$ cat src/rtl/sta_symbol_tx.sv
`default_nettype none
`timescale 1ns/1ps
// ============================================================================
//  Module      : sta_symbol_tx
//  Description : Station OFDM symbol formatter. It builds 52-beat symbols for
//                the channel estimator and emits them on out_stream. Each data
//                symbol has four polarity-scrambled pilots (sc 5/19/32/46), and
//                its other 48 slots carry data_stream beats unchanged. The two
//                L-LTF training symbols are optional and come before the data
//                symbols.
//  Revision    : 1.0 - initial release
// ----------------------------------------------------------------------------
//  Optional feature macro: STA_TX_LTF_EN. When it is defined, two LTF symbols
//  are sent before the data symbols. When it is undefined, the LTF state and
//  its logic are left out.
// ----------------------------------------------------------------------------
//  Ports
//    ap_clk, ap_rst_n        : clock, asynchronous active-low reset
//    ap_start                : frame start request (sampled only in IDLE)
//    num_symbols[15:0]       : data symbols per frame (latched at start)
//    modType[31:0]           : modulation code (bits 3:0 latched at start)
//    data_stream_T*          : AXI-Stream input of data subcarrier samples
//    out_stream_T*           : AXI-Stream output, {imag[63:32], real[31:0]}
//    ap_done / ap_idle       : one-cycle completion pulse / idle flag
//    ap_return[31:0]         : {mod[3:0], 12'b0, data symbols completed}
// ============================================================================
module sta_symbol_tx #(
  parameter int          AMP       = 16384,
  parameter logic [51:0] LTF_SIGNS = 52'b11110101001100000101011001_11110101100111111010110011
) (
  input  logic        ap_clk,
  input  logic        ap_rst_n,
  input  logic        ap_start,
  input  logic [15:0] num_symbols,
  input  logic [31:0] modType,
  input  logic [63:0] data_stream_TDATA,
  input  logic        data_stream_TVALID,
  output logic        data_stream_TREADY,
  output logic [63:0] out_stream_TDATA,
  output logic        out_stream_TVALID,
  input  logic        out_stream_TREADY,
  output logic        out_stream_TLAST,
  output logic        ap_done,
  output logic        ap_idle,
  output logic [31:0] ap_return
);

  localparam logic [31:0] c_amp_pos  = 32'(AMP);
  localparam logic [31:0] c_amp_neg  = 32'(-AMP);
  localparam logic [5:0]  c_sc_last  = 6'd51;
  localparam logic [5:0]  c_pilot_0  = 6'd5;
  localparam logic [5:0]  c_pilot_1  = 6'd19;
  localparam logic [5:0]  c_pilot_2  = 6'd32;
  localparam logic [5:0]  c_pilot_3  = 6'd46;
  localparam logic [6:0]  c_lfsr_seed = 7'h7F;

  typedef enum logic [1:0] {
    S_IDLE = 2'd0,
`ifdef STA_TX_LTF_EN
    S_LTF  = 2'd1,
`endif
    S_DATA = 2'd2,
    S_DONE = 2'd3
  } state_t;

  state_t      r_state;
  logic [5:0]  r_sc_idx;
  logic [15:0] r_num_sym;
  logic [15:0] r_gen_sym;     // data symbols fully generated
  logic [15:0] r_sym_done;    // data symbols whose TLAST was accepted
  logic [3:0]  r_mod;
  logic [6:0]  r_lfsr;
  logic        r_gen_end;     // last beat of the frame is in the output slice
  logic [63:0] r_out_data;
  logic        r_out_valid;
  logic        r_out_last;
  logic        r_out_is_data; // slice holds a data-symbol beat (not LTF)
  logic        r_done;
  logic        r_idle;
`ifdef STA_TX_LTF_EN
  logic        r_ltf_sym;     // 0 = first LTF symbol, 1 = second
`endif

  logic        w_accept;
  logic        w_slot_free;
  logic        w_pilot_slot;
  logic        w_pilot_neg;
  logic        w_sc_last;
  logic        w_data_phase;
  logic        w_data_fire;
  logic        w_fire;
  logic [63:0] w_next_data;
  logic        w_lfsr_out;
  logic        w_unused;

  assign w_accept     = r_out_valid & out_stream_TREADY;
  // The slice can take a new beat when it is empty or drains this cycle.
  assign w_slot_free  = ~r_out_valid | out_stream_TREADY;
  assign w_sc_last    = (r_sc_idx == c_sc_last);
  assign w_pilot_slot = (r_sc_idx == c_pilot_0) | (r_sc_idx == c_pilot_1) |
                        (r_sc_idx == c_pilot_2) | (r_sc_idx == c_pilot_3);
  // Scrambler output x^7 xor x^4; a 1 means the symbol's pilots are inverted.
  assign w_lfsr_out   = r_lfsr[6] ^ r_lfsr[3];
  // Base pattern {+,+,+,-}: only sc 46 is negative before the polarity is applied.
  assign w_pilot_neg  = (r_sc_idx == c_pilot_3) ^ w_lfsr_out;

  assign w_data_phase = (r_state == S_DATA) & ~r_gen_end;
  assign data_stream_TREADY = w_data_phase & ~w_pilot_slot & w_slot_free;
  // A data slot with no input beat stalls until the input beat arrives.
  assign w_data_fire  = w_data_phase & w_slot_free & (w_pilot_slot | data_stream_TVALID);

`ifdef STA_TX_LTF_EN
  logic w_ltf_fire;
  assign w_ltf_fire = (r_state == S_LTF) & ~r_gen_end & w_slot_free;
  assign w_fire     = w_data_fire | w_ltf_fire;
  assign w_unused   = ^modType[31:4];

  always_comb begin
    w_next_data = 64'd0;
    if (r_state == S_LTF)
      w_next_data = {32'd0, LTF_SIGNS[r_sc_idx] ? c_amp_pos : c_amp_neg};
    else if (w_pilot_slot)
      w_next_data = {32'd0, w_pilot_neg ? c_amp_neg : c_amp_pos};
    else
      w_next_data = data_stream_TDATA;
  end
`else
  assign w_fire   = w_data_fire;
  assign w_unused = ^{modType[31:4], LTF_SIGNS};

  always_comb begin
    w_next_data = 64'd0;
    if (w_pilot_slot)
      w_next_data = {32'd0, w_pilot_neg ? c_amp_neg : c_amp_pos};
    else
      w_next_data = data_stream_TDATA;
  end
`endif

  always_ff @(posedge ap_clk or negedge ap_rst_n) begin
    if (!ap_rst_n) begin
      r_state       <= S_IDLE;
      r_sc_idx      <= 6'd0;
      r_num_sym     <= 16'd0;
      r_gen_sym     <= 16'd0;
      r_sym_done    <= 16'd0;
      r_mod         <= 4'd0;
      r_lfsr        <= c_lfsr_seed;
      r_gen_end     <= 1'b0;
      r_out_data    <= 64'd0;
      r_out_valid   <= 1'b0;
      r_out_last    <= 1'b0;
      r_out_is_data <= 1'b0;
      r_done        <= 1'b0;
      r_idle        <= 1'b1;
`ifdef STA_TX_LTF_EN
      r_ltf_sym     <= 1'b0;
`endif
    end else begin
      r_done <= 1'b0;

      // Output register slice
      if (w_fire) begin
        r_out_valid   <= 1'b1;
        r_out_data    <= w_next_data;
        r_out_last    <= w_sc_last;
        r_out_is_data <= (r_state == S_DATA);
      end else if (w_accept) begin
        r_out_valid   <= 1'b0;
      end

      if (w_accept && r_out_last && r_out_is_data)
        r_sym_done <= r_sym_done + 16'd1;

      case (r_state)
        S_IDLE: begin
          if (ap_start) begin
            r_num_sym  <= num_symbols;
            r_mod      <= modType[3:0];
            r_sym_done <= 16'd0;
            r_gen_sym  <= 16'd0;
            r_lfsr     <= c_lfsr_seed;
            r_sc_idx   <= 6'd0;
            r_gen_end  <= 1'b0;
            r_idle     <= 1'b0;
`ifdef STA_TX_LTF_EN
            r_ltf_sym  <= 1'b0;
            r_state    <= S_LTF;
`else
            if (num_symbols == 16'd0) begin
              r_state <= S_DONE;
              r_done  <= 1'b1;
            end else begin
              r_state <= S_DATA;
            end
`endif
          end
        end

`ifdef STA_TX_LTF_EN
        S_LTF: begin
          if (r_gen_end) begin
            // Only reached with zero data symbols: wait for the last LTF beat.
            if (w_accept) begin
              r_state <= S_DONE;
              r_done  <= 1'b1;
            end
          end else if (w_ltf_fire) begin
            r_sc_idx <= w_sc_last ? 6'd0 : r_sc_idx + 6'd1;
            if (w_sc_last) begin
              if (!r_ltf_sym)
                r_ltf_sym <= 1'b1;
              else if (r_num_sym == 16'd0)
                r_gen_end <= 1'b1;
              else
                r_state <= S_DATA;
            end
          end
        end
`endif

        S_DATA: begin
          if (r_gen_end) begin
            // Hold DATA until the final TLAST leaves the slice.
            if (w_accept) begin
              r_state <= S_DONE;
              r_done  <= 1'b1;
            end
          end else if (w_data_fire) begin
            r_sc_idx <= w_sc_last ? 6'd0 : r_sc_idx + 6'd1;
            if (w_sc_last) begin
              r_lfsr    <= {r_lfsr[5:0], w_lfsr_out};
              r_gen_sym <= r_gen_sym + 16'd1;
              if (r_gen_sym + 16'd1 == r_num_sym)
                r_gen_end <= 1'b1;
            end
          end
        end

        S_DONE: begin
          r_state <= S_IDLE;
          r_idle  <= 1'b1;
        end

        default: begin
          r_state <= S_IDLE;
          r_idle  <= 1'b1;
        end
      endcase
    end
  end

  assign out_stream_TDATA  = r_out_data;
  assign out_stream_TVALID = r_out_valid;
  assign out_stream_TLAST  = r_out_last;
  assign ap_done           = r_done;
  assign ap_idle           = r_idle;
  assign ap_return         = {r_mod, 12'd0, r_sym_done};

endmodule
`default_nettype wire

$ cat config.mk
export PLATFORM = sky130hd
export DESIGN_NAME = sta_symbol_tx
export DESIGN_NICKNAME = d
export VERILOG_FILES = /design/src/rtl/sta_symbol_tx.sv
export SDC_FILE = /design/constraint.sdc
export NUM_CORES = 1
export LEC_CHECK = 0
export CAP_MARGIN = 20
export CORE_ASPECT_RATIO = 1.2
export CORE_MARGIN = 1
export CORE_UTILIZATION = 45
export CTS_BUF_LIST = sky130_fd_sc_hd__clkbuf_4
export DETAILED_ROUTE_END_ITERATION = 10
export PLACE_DENSITY_LB_ADDON = 0.3
export SLEW_MARGIN = 10
export SYNTH_ARGS = -nofsm -noshare
export SYNTH_HDL_FRONTEND = slang
export SYNTH_SLANG_ARGS = --single-unit
$ cat constraint.sdc
create_clock -name ap_clk -period 3.91 [get_ports ap_clk]
set_input_delay 0.9775 -clock ap_clk [delete_from_list [all_inputs] [get_ports ap_clk]]
set_output_delay 0.9775 -clock ap_clk [all_outputs]
set_load 0.01 [all_outputs]
==> metrics.txt, run 1 <==
status completed; layout cells sized above 1 between 10% and 20%; Max rail drop VDD 0.333 mV; Skew-Pair Late Insertion Delay 0.52 ns; Num CTS Buffers 17; number of max-cap violations 0; final instance area roughly 8500 sq um; GR Overflow Total 0; minimum clock period 3.76 ns; Fillers around 1100; power density over the cells 545 nW/um^2; FF/Latch Area 3440 sq um; Rows 47; Residual DRC 0; CP max FO 4; worst slack, placed 0.175 ns; #FFs+latches synth 137; root buf cell clkbuf_4; Post-synth top flop dfrtp_1; antenna violations before repair 1; Die ar. 14700 sq um; Worst Setup Path Type input port to output port; Starting Density 46.2%; slew margin rel. slightly below 40%; final WL 15.6 mm; mapped cell area 6380 sq um; Mean Syn Cell Area 10.6 sq um; Hold Path Class register to register; # port buffers 177; Setup TNS Final 0 ns; core area 13800 sq um; post-route ant nets 0; CTS tree yes; Vias/cell roughly 5.5; layout overhead on the synthesized area 33.3%; most frequent cells in the layout clkdlybuf4s50_1 (176), dfrtp_1 (129), o21ai_0 (54), nor2_1 (50), a22o_1 (46); Crit path arrival time 2.78 ns; Slew @ Worst Pin 0.919 ns; Sink Count 137; Yosys cell types 55; Routability Congestion 0.861; Tcrit/Tclk final 96.2%; most common cell after layout, fill and taps aside clkdlybuf4s50_1; Tot Pwr around 4.6 mW; # setup viols final 0; multi-input logic area 2710 sq um; Startpoint Class input port; final setup margin 0.150 ns; smallest hold slack 0.495 ns; die span in x 111 microns; Clock Pin Slew Worst Setup and Hold Paths 0.12 ns; Max Clk Rate 0.266 GHz; Hold Buf Count CTS 0; synth warn 0; Leak 3.62 nW; Req. time, crit path between 2 and 3 ns; Pre-Repair DR Iteration Count 5; num ports 218; Nets 891; Crit. End Element output port; Post-Synthesis Cells 600; clk_skew 0.0248 ns; post-synthesis async set-or-reset flop share 100%; all-layer global routing usage between 20 and 25%; initial DRC count 230; Seq/Total Area, Yosys between 50% and 60%; clock buffer depth 2; Post-synth EDFFs 0; Hold Fails Final Rpt 0; largest net degree at the start of global routing 85; die height 132 microns; DPL Wire Length 11.0 mm; number of global-route vias before repair 5333; routed len/inst 16.4 microns; global-route wire length before repair 26.0 mm; routed via count between 5000 and 6000; H-Tree Depth 4; DP Area 8230 sq um; Slew Viols, Final 0
==> final cells by class <==
type | instances | share of cell area (%)
Clock buffer | 18 | 1.59
Clock inverter | 13 | 1.43
Sequential cell | 137 | 40.4
Antenna cell | 1 | 0.0294
Timing Repair Buffer | 186 | 21.9
Inverter | 8 | 0.353
Tap cell | 171 | 2.51
Multi-Input combinational cell | 418 | 31.8
==> metal layers <==
| layer | vias up | GRT usage [%] | part of all wire, % |
|---|---|---|---|
| met3 | 27 | 7.83 | 7.5 |
| met1 | 2563 | 25.7 | 41 |
| met4 | 0 | 8.37 | 2.2 |
| met5 | - | 0 | 0 |
| met2 | 199 | 36.8 | 50 |
| li1 | 2455 | - | - |
==> report_power, final <==
part	leakage, nW	switching (mW)	internal [mW]
Sequential	1.74	0.274	1.81
Combinational	1.75	0.758	0.934
Clock	0.134	0.534	0.325
Total	3.62	1.57	3.07
==> registers in the layout (all words and copies together), names as in the netlist <==
| name | flops |
|---|---|
| out_stream_TVALID | 1 |
| out_stream_TLAST | 1 |
| out_stream_TDATA | 64 |
| r_state | 2 |
| r_num_sym | 16 |
| r_lfsr | 7 |
| r_sym_done | 16 |
| r_out_is_data | 1 |
| r_gen_sym | 16 |
| ap_done | 1 |
| r_sc_idx | 6 |
| r_mod | 4 |
| ap_idle | 1 |
| r_gen_end | 1 |
==> synthesized netlist by cell type, types with 5 or more instances <==
library cell  number  area share, %
xor2_1            14            1.9
mux2_2            19            3.4
nand2b_1           8           0.78
a21oi_1           33            2.6
inv_1              8           0.47
and4_1             5           0.69
nand2_1           41            2.4
buf_4             12            1.4
and3_1             9           0.88
buf_2             13            1.0
a22o_1            46            6.3
dfstp_2            8            3.3
o21ai_0           54            4.2
nor4_1             6           0.59
clkbuf_1          18            1.1
nor2b_1            8           0.78
nand4_1           13            1.3
xnor2_1           21            2.9
ha_1               6            1.2
nand3_1           17            1.3
o31ai_1           12            1.4
nor2_1            50            2.9
dfrtp_1          129             51
==> critical path: stages <==
cell             delay, ns
clkdlybuf4s50_1       0.53
nand2b_1              0.15
nor3b_1               0.34
and2_4                0.21
clkdlybuf4s50_1       0.57
==> stage by stage <==
step,cells,util (%)
after CTS,950,61.5
final,952,61.6
after global routing,952,61.6
after floorplan,611,-
after global placement,919,59.6
after detailed placement,919,59.6
==> cell families after synthesis <==
group | after synthesis | synth area share (%)
compound gates | 164 | 17.7
xor+xnor | 35 | 4.80
fa+ha+maj | 6 | 1.18
buf+inv | 56 | 4.72
flops | 137 | 53.9
mux | 19 | 3.35
other cells | 1 | 0.0587
simple gates | 182 | 14.4
==> path summary, 6_finish.rpt <==
check                                      from              endpoint  slack, ns  cells after the start
max                           out_stream_TREADY    data_stream_TREADY       0.15                      5
min reg2reg                out_stream_TDATA[20]  out_stream_TDATA[20]       0.50                      2
max in group asynchronous              ap_rst_n             r_lfsr[1]       2.38                      2
min                        out_stream_TDATA[20]  out_stream_TDATA[20]       0.50                      2
min in group asynchronous              ap_rst_n  out_stream_TDATA[61]       0.56                      1
max reg2reg                        r_gen_sym[0]             r_gen_end       1.10                      7
==> timing repair <==
| item | CTS | global route |
|---|---|---|
| endpoints found under the setup margin | 1 | 1 |
| endpoints found under the hold margin | 0 | 0 |
| gates resized for setup | 1 | 1 |
| buffers inserted | 0 | 1 |
| pin swaps | 0 | 1 |
Power figures use the tool's default switching activity.
==> run 2: changes to the inputs <==
- clock period: 3.91 -> 3.8 ns (I/O delays scaled with it)
==> metrics.txt, run 2 (synthesis results as in run 1) <==
Hold Fails Final Rpt 0 (unchanged); routed via count 5252 (was 5244); R2R Setup Slk 0.92 ns (was 1.10 ns); CTS tree yes (unchanged); post-route ant nets 0 (unchanged); Pre-Repair DR Iteration Count 5 (unchanged); Req. time, crit path 2.85 ns (was 2.93 ns); core area 13800 sq um (unchanged); die span in x 111 microns (unchanged); most common cell after layout, fill and taps aside clkdlybuf4s50_1 (unchanged); Die ar. 14700 sq um (unchanged); Vias/cell 5.51 (about the same); smallest hold slack 0.396 ns (was 0.495 ns); minimum clock period between 3 and 4 ns; num ports 218 (unchanged); Clock Pin Slew Worst Setup and Hold Paths 0.12 ns (about the same); clock buffer depth 2 (unchanged); slew margin rel. 50.6% (was 38.7%); number of flip-flops in the largest register 64 (unchanged); largest net degree at the start of global routing 85 (unchanged); Tcrit/Tclk final between 90% and 100%; Num CTS Buffers 17 (unchanged); all-layer global routing usage 22.4% (was 21.9%); routed len/inst 16.7 microns (was 16.4 microns); Max rail drop VDD 0.384 mV (was 0.333 mV); antenna violations before repair 1 (unchanged); final WL 15.9 mm (was 15.6 mm); Crit path arrival time 2.72 ns (was 2.78 ns); layout overhead on the synthesized area 34.9% (was 33.3%); GR Overflow Total 0 (unchanged); Leak 3.68 nW (was 3.62 nW); Setup TNS Final 0 ns (unchanged); # setup viols final 0 (unchanged); Starting Density 46.2% (unchanged); Skew-Pair Late Insertion Delay 0.56 ns (was 0.52 ns); root buf cell clkbuf_4 (unchanged); number of global-route vias before repair 5360 (was 5333); DPL Wire Length 11.1 mm (was 11.0 mm); Slew Viols, Final 0 (unchanged); RSZ-0062 raised after global routing no; Hold Path Class input port to asynchronous set/reset pin (was register to register); status completed (unchanged); Residual DRC 0 (unchanged); power density over the cells 588 nW/um^2 (was 545 nW/um^2); # port buffers 177 (unchanged); clk_skew 0.0216 ns (was 0.0248 ns); most frequent cells in the layout clkdlybuf4s50_1 (176), dfrtp_1 (129), o21ai_0 (54), nor2_1 (50), a22o_1 (46) (unchanged); CP max FO 4 (unchanged); Startpoint Class input port (unchanged); Routability Congestion 0.857 (was 0.861); H-Tree Depth 4 (unchanged); Rows 47 (unchanged); Worst Setup Path Type input port to output port (unchanged); Sink Count 137 (unchanged); global-route wire length before repair 26.3 mm (was 26.0 mm); Crit. End Element output port (unchanged); initial DRC count 252 (was 230); Max Clk Rate 0.273 GHz; layout cells sized above 1 10.1% (was 10.0%); number of max-cap violations 0 (unchanged); Slew @ Worst Pin 0.735 ns (was 0.919 ns); Nets 891 (unchanged); die height 132 microns (unchanged)
[run 2: layout make-up]
type                    instances  area, sq um
fillers                      1124         5200
flip-flops and latches        137         3440
multi-input cells             418         2720
repair buffers                186         1860
clock inverters                14          219
well taps                     171          214
clock buffers                  18          135
inverters                       8         30.0
diodes                          1         2.50
[run 2: timing repair]
action	4_1_cts	5_1_grt
setup endpoints to repair	1	0
gates resized for setup	3	0
buffers inserted	1	0
hold buffers	0	0
[run 2: metal layers]
layer	track usage, %	vias to the layer above	share of wire [%]
met5	0	-	0
met4	10.0	0	2.9
met3	8.57	38	8.0
met2	36.6	212	48
met1	26.2	2542	41
li1	-	2460	-
[run 2: worst paths after layout]
path	start	to	depth (start not counted)
max in group asynchronous	ap_rst_n	out_stream_TDATA[29]	2
max reg2reg	r_gen_sym[0]	r_gen_end	7
min reg2reg	out_stream_TDATA[25]	out_stream_TDATA[25]	2
min	ap_rst_n	out_stream_TDATA[61]	1
min in group ap_clk	out_stream_TDATA[25]	out_stream_TDATA[25]	2
max	out_stream_TREADY	data_stream_TREADY	5
[run 2: worst max-delay path, cell delays in order]
cell,delay [ns]
clkdlybuf4s50_1,0.52
nand2b_1,0.13
nor3b_1,0.33
and2_4,0.22
clkdlybuf4s50_1,0.57
[run 2: through the flow]
| stage | power (mW) | worst slack (ns) | std cells | util (%) | instance area [sq um] |
|---|---|---|---|---|---|
| floorplan | 2.97 | 1.11 | 611 | - | 6430 |
| global placement | 3.84 | 0.130 | 919 | 59.6 | 8230 |
| detailed placement | 3.90 | 0.149 | 919 | 59.6 | 8230 |
| CTS | 5.10 | 0.127 | 952 | 62.3 | 8610 |
| global route | 5.35 | 0.00680 | 953 | 62.3 | 8620 |
| finish | 5.06 | 0.132 | 953 | 62.3 | 8620 |
[run 2: where the power goes]
group,switching (mW),internal (mW),total (mW)
Combinational,0.790,0.961,1.75
Sequential,0.282,1.87,2.15
Clock,0.562,0.602,1.16
Total,1.63,3.43,5.06
==> variant (settings of run 1) <==
Reset style: synchronous (`ap_rst_n`), changed in one clocked block. Comments in the files are not updated.
--- a/src/rtl/sta_symbol_tx.sv
+++ b/src/rtl/sta_symbol_tx.sv
@@ -139,3 +139,3 @@
 
-  always_ff @(posedge ap_clk or negedge ap_rst_n) begin
+  always_ff @(posedge ap_clk) begin
     if (!ap_rst_n) begin
Check against the original RTL: differs if ap_rst_n is asserted again (counterexample within 4 cycles, from zero or initial values and one cycle with ap_rst_n low); with ap_rst_n held inactive, the same outputs for 4 cycles.
==> variant against run 1 <==
- synthesized area decreased by 5.7%
- global-route usage increased by 1.3 points
- sequential cell count unchanged
- routed wire length increased by 0.77%
- hold slack got worse by 38 ps
- count of clock-buffer cells in the layout increased by 3
- worst setup slack improved by 220 ps
- utilization increased by 1.7 points
- design area decreased by 4.5%
- critical path type is now flop to primary output
Power is not compared: it rests on default switching activity, and its combinational part moved more than twofold at a synthesized area within 25%.
==> variant: results <==
metrics = {
    "placement": {
        "dp_hpwl_um": 11200,
        "gp_congestion": 0.900,
        "placed_cell_area_um2": 7840,
        "pre_cts_ws_ps": 429,
        "place.detailed.instances": 984,
    },
    "logic_synthesis": {
        "ys_seq_area_share_pct": 45.5,
        "synth.distinct_cells": 60,
        "avgSynthCellArea_um2": 8.87,
        "ys_top_cells_by_area": "dfxtp_1, a22oi_1, nor2b_1",
    },
    "setup_path": {
        "cp.arrival_ps": 2560,
        "critPathMaxStageDelay_ps": 490,
        "startpoint": "r_sc_idx[0]",
        "cp_top_family": "simple AND/OR/NAND/NOR gates",
    },
    "final_layout": {
        "sh_seq_area_pct": 33.7,
        "drive_above_1_share_pct": 5.99,
        "clk_share_pct": 3.53,
        "nClkBuffers": 21,
        "buffers_excl_clock": 188,
        "final_cells": 1017,
    },
    "drt": {
        "viasPerCell": 5.50,
        "wirelength_um": 15800,
        "drtIter0Drc": 252,
        "wl_met2_um": 7870,
        "met1_length_um": 6370,
    },
    "global_routing": {
        "grt_first_pass_wirelength_um": 25400,
        "grt_util_met1_pct": 26.6,
    },
    "worst_hold_path": {
        "hold_start": "ap_idle",
    },
    "outcome": {
        "outcome": "finished clean",
    },
    "sta": {
        "worst_slew_pin_slew_ps": 1050,
    },
    "die": {
        "die_w_um": 108,
    },
}
## variant: worst paths after layout
kind / slack [ps] / cells past startpoint / to
hold / removal: 460 / 2 / ap_idle
setup reg to reg: 1110 / 7 / r_gen_end
setup / recovery: 370 / 7 / data_stream_TREADY
hold reg to reg: 460 / 2 / ap_idle
## variant: cell families (layout without fill, tap and decap cells)
kind of cell,count (synthesis),count (layout),share of synthesized area (%)
DFF,137,137,45.5
muxes,4,4,0.665
other,1,13,0.0623
AOI/OAI and AO/OA,192,192,21.0
xor gates and xnor gates,33,33,4.80
buffers and inverters,66,228,5.30
and+or+nand+nor,240,240,21.4
adders and majority gates,6,6,1.25
## variant: worst register-to-register path, delay by kind of cell (launching register included)
kind / cells / cell delay [ps]
XOR/XNOR: 1 / 180
flip-flops: 1 / 490
adder cells (fa/ha/maj): 1 / 380
AO/OA/AOI/OAI: 3 / 720
AND/OR/NAND/NOR: 2 / 970
